**config.mk**
```make
export PLATFORM = sky130hd
export DESIGN_NAME = rgbw_hue_engine
export DESIGN_NICKNAME = d
export VERILOG_FILES = /design/src/rtl/rgbw_hue_engine.sv
export SDC_FILE = /design/constraint.sdc
export NUM_CORES = 1
export LEC_CHECK = 0
export CAP_MARGIN = 20
export CORE_ASPECT_RATIO = 0.7
export CORE_MARGIN = 3
export CORE_UTILIZATION = 55
export DETAILED_ROUTE_END_ITERATION = 10
export GPL_TIMING_DRIVEN = 0
export PLACE_DENSITY = 0.76
export SLEW_MARGIN = 20
export SYNTH_ARGS = -nofsm -noshare
export SYNTH_HDL_FRONTEND = slang
export SYNTH_SLANG_ARGS = --single-unit
```
**constraint.sdc**
```tcl
create_clock -name clk -period 3.1 [get_ports clk]
set_input_delay 0.465 -clock clk [delete_from_list [all_inputs] [get_ports clk]]
set_output_delay 0.465 -clock clk [all_outputs]
set_load 0.02 [all_outputs]
```
**src/rtl/rgbw_hue_engine.sv**
```systemverilog
// rgbw_hue_engine: converts a hue index, white level and intensity into RGBW
// channel levels (or passes direct RGBW through), then applies a proportional
// intensity scale with a shift-add multiplier. One request at a time,
// start/busy/out_valid handshake.
module rgbw_hue_engine #(
  parameter int DW      = 8,
  parameter int STEP    = 7,
  parameter int SEG_LEN = 36,
  parameter int IDXW    = 8
) (
  input  logic            clk,
  input  logic            reset,
  input  logic            start,
  input  logic [1:0]      mode,
  input  logic [IDXW-1:0] hue_idx,
  input  logic [DW-1:0]   lint,
  input  logic [DW-1:0]   white_in,
  input  logic [DW-1:0]   red_in,
  input  logic [DW-1:0]   green_in,
  input  logic [DW-1:0]   blue_in,
  output logic            busy,
  output logic            out_valid,
  output logic [DW-1:0]   red_out,
  output logic [DW-1:0]   green_out,
  output logic [DW-1:0]   blue_out,
  output logic [DW-1:0]   white_out
);

  localparam logic [DW-1:0]   MAX      = {DW{1'b1}};
  localparam logic [DW-1:0]   ZERO     = {DW{1'b0}};
  localparam int              HMAX     = 6 * SEG_LEN - 1;
  localparam int              CW       = IDXW + 1;
  localparam int              SCW      = $clog2(DW + 1);
  localparam logic [IDXW-1:0] HMAX_IDX = IDXW'(HMAX);
  localparam logic [IDXW-1:0] POS_LAST = IDXW'(SEG_LEN - 1);
  localparam logic [SCW-1:0]  SC_LAST  = SCW'(DW);
  // A step larger than full scale simply saturates on the first increment.
  localparam logic [DW-1:0]   STEP_C   = (STEP >= (2 ** DW) - 1) ? MAX : DW'(STEP);

  typedef enum logic [2:0] {
    S_IDLE  = 3'd0,
    S_HUE   = 3'd1,
    S_MIX   = 3'd2,
    S_SCALE = 3'd3,
    S_DONE  = 3'd4
  } state_t;

  // Saturating add: the sum is formed one bit wider so it can never wrap.
  function automatic logic [DW-1:0] sat_add(input logic [DW-1:0] a, input logic [DW-1:0] b);
    logic [DW:0] s;
    s = {1'b0, a} + {1'b0, b};
    return s[DW] ? MAX : s[DW-1:0];
  endfunction

  // Colour-wheel lookup from segment number and current ramp value.
  function automatic logic [3*DW-1:0] hue_rgb(input logic [2:0] seg, input logic [DW-1:0] rise);
    logic [DW-1:0]   fall;
    logic [3*DW-1:0] res;
    fall = MAX - rise;
    res  = '0;
    case (seg)
      3'd0:    res = {MAX,  ZERO, rise};
      3'd1:    res = {fall, ZERO, MAX };
      3'd2:    res = {ZERO, rise, MAX };
      3'd3:    res = {ZERO, MAX,  fall};
      3'd4:    res = {rise, MAX,  ZERO};
      3'd5:    res = {MAX,  fall, ZERO};
      default: res = '0;
    endcase
    return res;
  endfunction

  state_t              state_q, state_nx;
  logic                run_q;
  logic                start_ok;
  logic [1:0]          mode_q;
  logic [DW-1:0]       lint_q;
  logic [IDXW-1:0]     idx_q;
  logic [IDXW-1:0]     idx_clamp;
  logic [CW-1:0]       cnt_q;
  logic [2:0]          seg_q;
  logic [IDXW-1:0]     pos_q;
  logic [DW-1:0]       rise_q;
  logic [SCW-1:0]      sc_q;
  logic [DW-1:0]       ml_q;
  logic [DW-1:0]       ch_q   [4];
  logic [2*DW-1:0]     acc_q  [4];
  logic [2*DW-1:0]     mcd_q  [4];
  logic [2*DW-1:0]     acc_nx [4];
  logic [3*DW-1:0]     rgb_w;
  logic                hue_last;
  logic                scale_last;

  assign start_ok   = start && run_q;
  assign idx_clamp  = (hue_idx > HMAX_IDX) ? HMAX_IDX : hue_idx;
  assign hue_last   = (cnt_q == {1'b0, idx_q});
  assign scale_last = (sc_q == SC_LAST);
  assign rgb_w      = hue_rgb(seg_q, rise_q);
  assign busy       = (state_q != S_IDLE);

  // Reset-release qualifier: blocks acceptance on the first edge after release.
  always_ff @(posedge clk or negedge reset) begin
    if (!reset) run_q <= 1'b0;
    else        run_q <= 1'b1;
  end

  // State register.
  always_ff @(posedge clk or negedge reset) begin
    if (!reset) state_q <= S_IDLE;
    else        state_q <= state_nx;
  end

  // Next-state decode.
  always_comb begin
    state_nx = state_q;
    case (state_q)
      S_IDLE:  if (start_ok) state_nx = mode[0] ? S_HUE : S_SCALE;
      S_HUE:   if (hue_last) state_nx = S_MIX;
      S_MIX:   state_nx = S_SCALE;
      S_SCALE: if (scale_last) state_nx = S_DONE;
      S_DONE:  state_nx = S_IDLE;
      default: state_nx = S_IDLE;
    endcase
  end

  // One shift-add step per channel: add the shifted channel when the current
  // intensity bit is set.
  always_comb begin
    for (int i = 0; i < 4; i++) begin
      acc_nx[i] = acc_q[i] + (ml_q[0] ? mcd_q[i] : {2*DW{1'b0}});
    end
  end

  // Datapath: capture, hue walk, white mix, intensity scale and output load.
  always_ff @(posedge clk or negedge reset) begin
    if (!reset) begin
      mode_q    <= '0;
      lint_q    <= '0;
      idx_q     <= '0;
      cnt_q     <= '0;
      seg_q     <= '0;
      pos_q     <= '0;
      rise_q    <= '0;
      sc_q      <= '0;
      ml_q      <= '0;
      out_valid <= 1'b0;
      red_out   <= '0;
      green_out <= '0;
      blue_out  <= '0;
      white_out <= '0;
      for (int i = 0; i < 4; i++) begin
        ch_q[i]  <= '0;
        acc_q[i] <= '0;
        mcd_q[i] <= '0;
      end
    end else begin
      out_valid <= 1'b0;
      case (state_q)
        S_IDLE: begin
          if (start_ok) begin
            mode_q  <= mode;
            lint_q  <= lint;
            idx_q   <= idx_clamp;
            ch_q[0] <= red_in;
            ch_q[1] <= green_in;
            ch_q[2] <= blue_in;
            ch_q[3] <= white_in;
            cnt_q   <= '0;
            seg_q   <= '0;
            pos_q   <= '0;
            rise_q  <= '0;
            sc_q    <= '0;
          end
        end
        S_HUE: begin
          if (hue_last) begin
            ch_q[0] <= rgb_w[3*DW-1:2*DW];
            ch_q[1] <= rgb_w[2*DW-1:DW];
            ch_q[2] <= rgb_w[DW-1:0];
          end else begin
            cnt_q <= cnt_q + 1'b1;
            if (pos_q == POS_LAST) begin
              pos_q  <= '0;
              seg_q  <= seg_q + 3'd1;
              rise_q <= '0;
            end else begin
              pos_q  <= pos_q + 1'b1;
              rise_q <= sat_add(rise_q, STEP_C);
            end
          end
        end
        S_MIX: begin
          if (mode_q[1]) begin
            ch_q[0] <= sat_add(ch_q[0], ch_q[3]);
            ch_q[1] <= sat_add(ch_q[1], ch_q[3]);
            ch_q[2] <= sat_add(ch_q[2], ch_q[3]);
          end
        end
        S_SCALE: begin
          if (sc_q == '0) begin
            // c*(lint+1) = c*lint + c: seed the product with c itself.
            for (int i = 0; i < 4; i++) begin
              acc_q[i] <= {ZERO, ch_q[i]};
              mcd_q[i] <= {ZERO, ch_q[i]};
            end
            ml_q <= lint_q;
          end else begin
            for (int i = 0; i < 4; i++) begin
              acc_q[i] <= acc_nx[i];
              mcd_q[i] <= mcd_q[i] << 1;
            end
            ml_q <= ml_q >> 1;
          end
          sc_q <= sc_q + 1'b1;
          if (scale_last) begin
            red_out   <= acc_nx[0][2*DW-1:DW];
            green_out <= acc_nx[1][2*DW-1:DW];
            blue_out  <= acc_nx[2][2*DW-1:DW];
            white_out <= acc_nx[3][2*DW-1:DW];
            out_valid <= 1'b1;
          end
        end
        default: ;
      endcase
    end
  end

endmodule
```
==> results of run 1 <==
-- registers in the layout, summed over array words and instances, names as in the netlist, 9 cells and up --
| name | flops |
|---|---|
| acc_q | 64 |
| ch_q | 32 |
| cnt_q | 9 |
| mcd_q | 64 |
-- through the flow --
| step | instances | worst slack, ns | TNS, ns |
|---|---|---|---|
| floorplan | 1745 | 0.0603 | 0 |
| global placement | 2195 | -9.47 | -2415.16 |
| detailed placement | 2198 | -0.772 | -23.32 |
| CTS | 2256 | -0.135 | -0.939 |
| global route | 2262 | -0.244 | -1.72 |
| finish | 2262 | -0.134 | -0.628 |
-- power breakdown --
group          leakage, nW  switching [mW]  total [mW]  internal, mW
sequential            3.18            1.28        6.07          4.79
combinational         4.56            8.40        13.9          5.46
clock                0.476            1.46        3.62          2.16
-- worst register-to-register path, cell delays in order, from the launching register on --
cell	delay, ns
dfrtp_4	0.56
clkbuf_16	0.19
and2_4	0.14
ha_4	0.16
fa_2	0.35
a211oi_2	0.29
o21bai_1	0.14
a2111o_1	0.36
a221oi_4	0.35
o31ai_2	0.12
xor2_1	0.18
mux2_4	0.28
-- area by class of cell --
type / count / area, um^2 / area share (%)
sequential: 254 / 6360 / 35.0
buffer: 97 / 429 / 2.36
clock inverter: 16 / 219 / 1.21
multi-input combinational: 1359 / 8710 / 47.9
clock buffer: 34 / 762 / 4.19
tap: 364 / 455 / 2.51
inverter: 28 / 113 / 0.620
timing repair buffer: 110 / 1120 / 6.17
-- logic make-up (layout without fill, tap and decap cells) --
group                    count (synthesis)  after routing  share of synthesized area [%]
flip-flops                             254            254                           41.3
XOR/XNOR                                82             82                           4.67
AO/OA/AOI/OAI                          533            533                           22.5
buffers and inverters                  132            285                           3.41
AND/OR/NAND/NOR                        624            624                           18.3
multiplexers                            18             18                           1.29
adder cells (fa/ha/maj)                101            101                           8.56
other                                    1              1                         0.0244
-- per-layer routing --
layer	track usage, %	up-vias	share of wire (%)
met5	0	-	0
met2	42.2	703	41
met3	8.27	81	12
met4	6.00	0	2.0
met1	46.3	6834	45
li1	-	6483	-
-- worst min-delay path by stage --
stage	startpoint	endpoint	cells after the start
finish	reset	ch_q[1]$_DFFE_PN0P_	2
global route	reset	idx_q[0]$_DFFE_PN0P_	2
CTS	reset	idx_q[0]$_DFFE_PN0P_	2
global placement	ml_q[7]$_DFFE_PN0P_	ml_q[7]$_DFFE_PN0P_	2
detailed placement	reset	idx_q[0]$_DFFE_PN0P_	1
floorplan	reset	acc_q[0]$_DFFE_PN0P_	0
-- cells in the mapped netlist (6+ instances only) --
| library cell | count | share of area [%] |
|---|---|---|
| nand2_1 | 296 | 7.2 |
| dfrtp_1 | 254 | 41 |
| nor2_1 | 140 | 3.4 |
| a21oi_1 | 133 | 4.3 |
| o21ai_0 | 117 | 3.8 |
| ha_1 | 94 | 7.6 |
| clkbuf_1 | 85 | 2.1 |
| and2_1 | 73 | 3.0 |
| a31oi_1 | 70 | 2.8 |
| a22o_1 | 54 | 3.1 |
| xnor2_1 | 50 | 2.8 |
| a21o_1 | 32 | 1.6 |
| xor2_1 | 32 | 1.8 |
| inv_1 | 27 | 0.66 |
| nand3_1 | 27 | 0.88 |
| a211oi_1 | 22 | 1.1 |
| nor3_1 | 21 | 0.68 |
| nand4_1 | 16 | 0.65 |
| mux2_2 | 15 | 1.1 |
| o21a_1 | 15 | 0.73 |
| o22ai_1 | 13 | 0.53 |
| buf_2 | 11 | 0.36 |
| o21bai_1 | 11 | 0.54 |
| and3_1 | 10 | 0.41 |
| o31ai_1 | 10 | 0.49 |
| a41oi_1 | 9 | 0.51 |
| o22a_1 | 9 | 0.51 |
| fa_1 | 7 | 0.91 |
| nand2b_1 | 6 | 0.24 |
| nor2b_1 | 6 | 0.24 |
-- placed cells by master (no fill, tap or decap), types with 20 or more instances in the layout --
master,count
nor3_1,20
nor2_1,140
a31oi_1,70
o21ai_0,107
dfrtp_1,253
a22o_1,54
and2_1,70
xnor2_1,47
clkbuf_16,28
nand2_1,296
clkbuf_1,74
clkdlybuf4s50_1,85
xor2_1,32
a21oi_1,129
ha_1,89
inv_1,26
a21o_1,32
nand3_1,27
buf_4,21
-- repair_timing --
action,CTS,global route
pin swaps,14,22
gates resized for setup,34,40
hold endpoints to repair,25,0
hold buffers,1,0
buffers inserted,8,12
endpoints found under the setup margin,78,67
==> results.sh, run 1 <==
export IMPL_status="complete, but fails checks"
export IMPL_violations="setup timing"
export IMPL_finalInstanceArea_mm2=0.0182
export IMPL_start_util_pct=56.8
export IMPL_dp_hpwl_um=33000
export IMPL_synthCells=1745
export IMPL_fillCellCount=2171
export IMPL_synth_seq_cells=254
export IMPL_yosysSeqAreaShare_pct=41.3
export IMPL_die_x_um=206
export IMPL_first_iter_violations=1473
export IMPL_drc=0
export IMPL_yosysUniqueCellTypes=74
export IMPL_cp_num_cells=11
export IMPL_endpoint="red_out[6]$_DFFE_PN0P_"
export IMPL_cts_tree="done"
export IMPL_utilization_pct=67.1
export IMPL_synth_edf_count=0
export IMPL_fin_skew_ns=0.0156
export IMPL_area_growth_pct=18.2
export IMPL_cp_required_ns=3.54
export IMPL_grt_pass1_vias=13400
export IMPL_max_cap_violations=0
export IMPL_drive_gt1_share_pct=8.43
export IMPL_path_cells="clkbuf_16 -> and2_4 -> ha_4 -> fa_2 -> a211oi_2 -> o21bai_1 -> a2111o_1 -> a221oi_4 -> o31ai_2 -> xor2_1 -> mux2_4"
export IMPL_startpoint_type="flip-flop"
export IMPL_timing_final_ws_setup_ns=-0.134
export IMPL_critPathKind="flip-flop to flip-flop"
export IMPL_io_pins=87
export IMPL_clock_path_buffers=3
export IMPL_netlist_area_mm2=0.0154
export IMPL_max_freq_ghz=0.309
export IMPL_hold_viol=0
export IMPL_post_route_period_util_pct=104
export IMPL_synth_ff_type="dfrtp_1"
export IMPL_clkSlewWorstSetupHoldPaths_ns=0.07
export IMPL_cts_sinks=254
export IMPL_first_pass_iters=7
export IMPL_path_buf_inv=1
export IMPL_synthArstFlopShare_pct=100
export IMPL_worstPathArrival_ns=3.67
export IMPL_avgSynthCellArea_um2=8.81
export IMPL_critical_path_max_fanout=8
export IMPL_rows=50
export IMPL_cts_root_buf="clkbuf_16"
export IMPL_via_per_inst=6.23
export IMPL_slowest_delay_ns=0.56
export IMPL_syn_nets=1899
export IMPL_pwr_density_cell_mw_per_mm2=1300
export IMPL_track_usage_pct=30.0
export IMPL_grt_overflow=0
export IMPL_finalCriticalPeriod_ns=3.23
export IMPL_cp_end_kind="flip-flop"
export IMPL_grt_pass1_wl_um=72300
export IMPL_min_path_type="primary input to asynchronous set/reset pin"
export IMPL_wl_um=45900
export IMPL_r2r_start="ml_q[0]$_DFFE_PN0P_"
export IMPL_ys_warnings_count=0
export IMPL_slew_headroom_pct=38.0
export IMPL_grt_max_degree=89
export IMPL_r2r_end="red_out[6]$_DFFE_PN0P_"
export IMPL_fp_coreArea_mm2=0.0271
export IMPL_antenna_found_initial=0
export IMPL_cts_buffers=27
export IMPL_die_y_um=146
export IMPL_irDropWorstVdd_mv=0.584
export IMPL_antenna_cells=0
export IMPL_crit_family="compound AO/OA/AOI/OAI gates"
export IMPL_place_area_mm2=0.0168
export IMPL_antenna_left=0
export IMPL_dr_total_vias=14100
export IMPL_worstSkewPairLatency_ns=0.57
export IMPL_cpMaxStageDelayCell="dfrtp_4"
export IMPL_rr_worst_depth=11
export IMPL_power_total_mw=23.5
export IMPL_worst_pin_slew_ns=0.930
export IMPL_nNetsFinal=2031
export IMPL_whs_ns=0.348
export IMPL_wire_per_inst_um=20.3
export IMPL_crit_start="ml_q[0]$_DFFE_PN0P_"
export IMPL_dieArea_mm2=0.0300
export IMPL_drv_slew=0
export IMPL_ff2ff_setup_slack_ns=-0.13
export IMPL_p_leak_nw=8.21
export IMPL_gp_congestion=0.947
export IMPL_setup_viol=9
export IMPL_port_buffers=86
export IMPL_h_tree_depth=1
export IMPL_rsz0062_at_grt="yes"
No activity file was read; power rests on OpenSTA's default activity.
==> run 2, diff against run 1 <==
Settings changed: ABC_AREA from default to 1, CAP_MARGIN 20 to default.
==> results.sh, run 2 <==
export IMPL_synth_ff_type="dfrtp_1"
export IMPL_first_pass_iters=5
export IMPL_grt_pass1_wl_um=74600
export IMPL_first_iter_violations=1358
export IMPL_placed_cells=2678
export IMPL_gp_congestion=1.00
export IMPL_synth_compound_area_share_pct=11.2
export IMPL_fillCellCount=2559
export IMPL_wl_um=46700
export IMPL_final_common_cell="nand2_1"
export IMPL_grt_pass1_vias=14300
export IMPL_critPathKind="flip-flop to flip-flop"
export IMPL_postCtsSetupRepairBufs=0
export IMPL_cts_sinks=254
export IMPL_grt_max_degree=96
export IMPL_die_y_um=149
export IMPL_synth_seq_cells=254
export IMPL_dp_hpwl_um=35300
export IMPL_antenna_cells=0
export IMPL_post_route_period_util_pct=93.7
export IMPL_synthAdderAreaFrac_pct=8.22
export IMPL_irDropWorstVdd_mv=0.330
export IMPL_synth_xor_area_share_pct=2.52
export IMPL_power_switching_mw=1.50
export IMPL_hold_viol=0
export IMPL_rsz0062_at_grt="no"
export IMPL_netlist_area_mm2=0.0160
export IMPL_power_frac_comb_pct=2.1
export IMPL_pwr_density_cell_mw_per_mm2=376
export IMPL_drc=0
export IMPL_yosys_top_cells_count="nand2_1 (832), inv_1 (286), dfrtp_1 (254)"
export IMPL_setup_viol=0
export IMPL_switching_share_pct=21.7
export IMPL_wl_met1_um=21900
export IMPL_worst_pin_slew_ns=0.971
export IMPL_ff2ff_setup_slack_ns=0.20
export IMPL_synthMostInstantiatedCell="nand2_1"
export IMPL_reg_top3="acc_q (64), mcd_q (64), ch_q (32)"
export IMPL_synth_area_mux_share_pct=0
export IMPL_fp_coreArea_mm2=0.0282
export IMPL_track_usage_pct=29.7
export IMPL_rows=51
export IMPL_critical_path_max_fanout=11
export IMPL_cts_root_buf="clkbuf_16"
export IMPL_die_x_um=210
export IMPL_cts_buffers=26
export IMPL_wl_met2_um=19600
export IMPL_synth_edf_count=0
export IMPL_whs_ns=0.454
export IMPL_met3_length_um=4340
export IMPL_fin_cells=2725
export IMPL_cell_internal_pwr_mw=5.40
export IMPL_startpoint_type="flip-flop"
export IMPL_synth_top_family_by_area="simple AND/OR/NAND/NOR gates"
export IMPL_h_tree_depth=1
export IMPL_drive_gt1_share_pct=4.29
export IMPL_clkSlewWorstSetupHoldPaths_ns=0.06
export IMPL_min_path_type="primary input to asynchronous set/reset pin"
export IMPL_finalCriticalPeriod_ns=2.90
export IMPL_synth_area_leaders="dfrtp_1 (40%), nand2_1 (19%), ha_1 (7.3%)"
export IMPL_drv_slew=0
export IMPL_status="completed"
export IMPL_cp_required_ns=3.53
export IMPL_layout_common_cells="nand2_1 (832), inv_1 (286), dfrtp_1 (254), nand3_1 (168), ha_1 (94)"
export IMPL_utilization_pct=65.0
export IMPL_yosysSeqAreaShare_pct=39.7
export IMPL_max_cap_violations=0
export IMPL_syn_nets=2373
export IMPL_dr_total_vias=15300
export IMPL_yosysTopAreaCell="dfrtp_1"
export IMPL_nNetsFinal=2489
export IMPL_dieArea_mm2=0.0312
export IMPL_max_freq_ghz=0.344
export IMPL_highest_layer="met4"
export IMPL_port_buffers=86
export IMPL_wire_per_inst_um=17.1
export IMPL_fin_skew_ns=0.00909
export IMPL_cts_tree="done"
export IMPL_clock_path_buffers=3
export IMPL_tns_ns=0
export IMPL_avgSynthCellArea_um2=7.22
export IMPL_start_util_pct=56.8
export IMPL_worstSkewPairLatency_ns=0.55
export IMPL_pwr_share_clk_pct=49.8
export IMPL_synthSimpleGateAreaFrac_pct=29.6
export IMPL_grt_overflow=0
export IMPL_cp_end_kind="flip-flop"
export IMPL_via_per_inst=5.61
export IMPL_synthCells=2219
export IMPL_worstPathArrival_ns=3.33
export IMPL_antenna_found_initial=1
export IMPL_yosysUniqueCellTypes=41
export IMPL_io_pins=87
export IMPL_power_total_mw=6.90
export IMPL_area_growth_pct=14.5
export IMPL_synthArstFlopShare_pct=100
export IMPL_synth_top_area_share_pct=39.7
export IMPL_slew_headroom_pct=35.3
export IMPL_p_leak_nw=10.0
export IMPL_ys_warnings_count=0
export IMPL_antenna_left=0
export IMPL_p_seq_share_pct=48.1
-- run 2: final cells by class --
class	count	area [um^2]	share of cell area (%)
clock buffers	33	738	4.03
plain buffers	67	292	1.59
well taps	371	464	2.53
multi-input cells	1599	8250	45.0
clock inverters	14	185	1.01
inverters	298	1120	6.11
flip-flops and latches	254	6360	34.7
repair buffers	89	931	5.08
-- run 2: worst paths after layout --
| check | startpoint | endpoint | cells after the start |
|---|---|---|---|
| max in group asynchronous | reset | acc_q[42]$_DFFE_PN0P_ | 4 |
| worst min-delay path | reset | lint_q[3]$_DFFE_PN0P_ | 2 |
| worst max-delay path | ml_q[0]$_DFFE_PN0P_ | green_out[0]$_DFFE_PN0P_ | 11 |
| worst max register to register | ml_q[0]$_DFFE_PN0P_ | green_out[0]$_DFFE_PN0P_ | 11 |
| min in group clk | white_in[5] | ch_q[5]$_DFFE_PN0P_ | 3 |
| worst min register to register | red_out[1]$_DFFE_PN0P_ | red_out[1]$_DFFE_PN0P_ | 2 |
-- run 2: repair_timing --
| item | 4_1_cts | 5_1_grt |
|---|---|---|
| pin swaps | 0 | 0 |
| cloned | 0 | 0 |
| endpoints found under the hold margin | 75 | 0 |
| hold buffers | 1 | 0 |
| endpoints found under the setup margin | 6 | 4 |
| gates resized for setup | 1 | 1 |
-- run 2: cells by family after synthesis --
group	after synthesis
DFF	254
AOI/OAI and AO/OA	299
buffers and inverters	366
other	1
and+or+nand+nor	1152
adders and majority gates	101
xor gates and xnor gates	46
-- run 2: worst max-delay path, stage by stage, from the launching register on --
cell and delay (ns):
dfrtp_1 0.63, clkbuf_2 0.42, nand2_1 0.10, inv_1 0.08, ha_1 0.20, fa_1 0.24, nand2_1 0.08, o21ai_1 0.29
a21oi_1 0.16, or2_2 0.31, nand3_1 0.18, nand2_1 0.07
-- run 2: routing by layer --
layer,up-vias,track usage (%)
met1,7263,45.4
met3,78,6.58
met2,569,43.9
li1,7387,-
met5,-,0
met4,0,5.29
-- run 2: stage by stage --
stage,setup WS [ns],cell area [um^2]
after floorplan,0.723,16000
after global placement,-9.50,17300
after detailed placement,-0.270,17400
after CTS,0.126,18300
after global routing,0.00599,18300
final,0.195,18300
-- run 2: power groups by stage --
stage               clock network [mW]  registers, mW  logic, mW
detailed placement                   0           3.38      0.148
finish                            3.44           3.31      0.145
global route                      3.61           3.31      0.162
floorplan                            0           3.38    0.00251
CTS                               3.47           3.31      0.150
global placement                     0           3.38      0.139
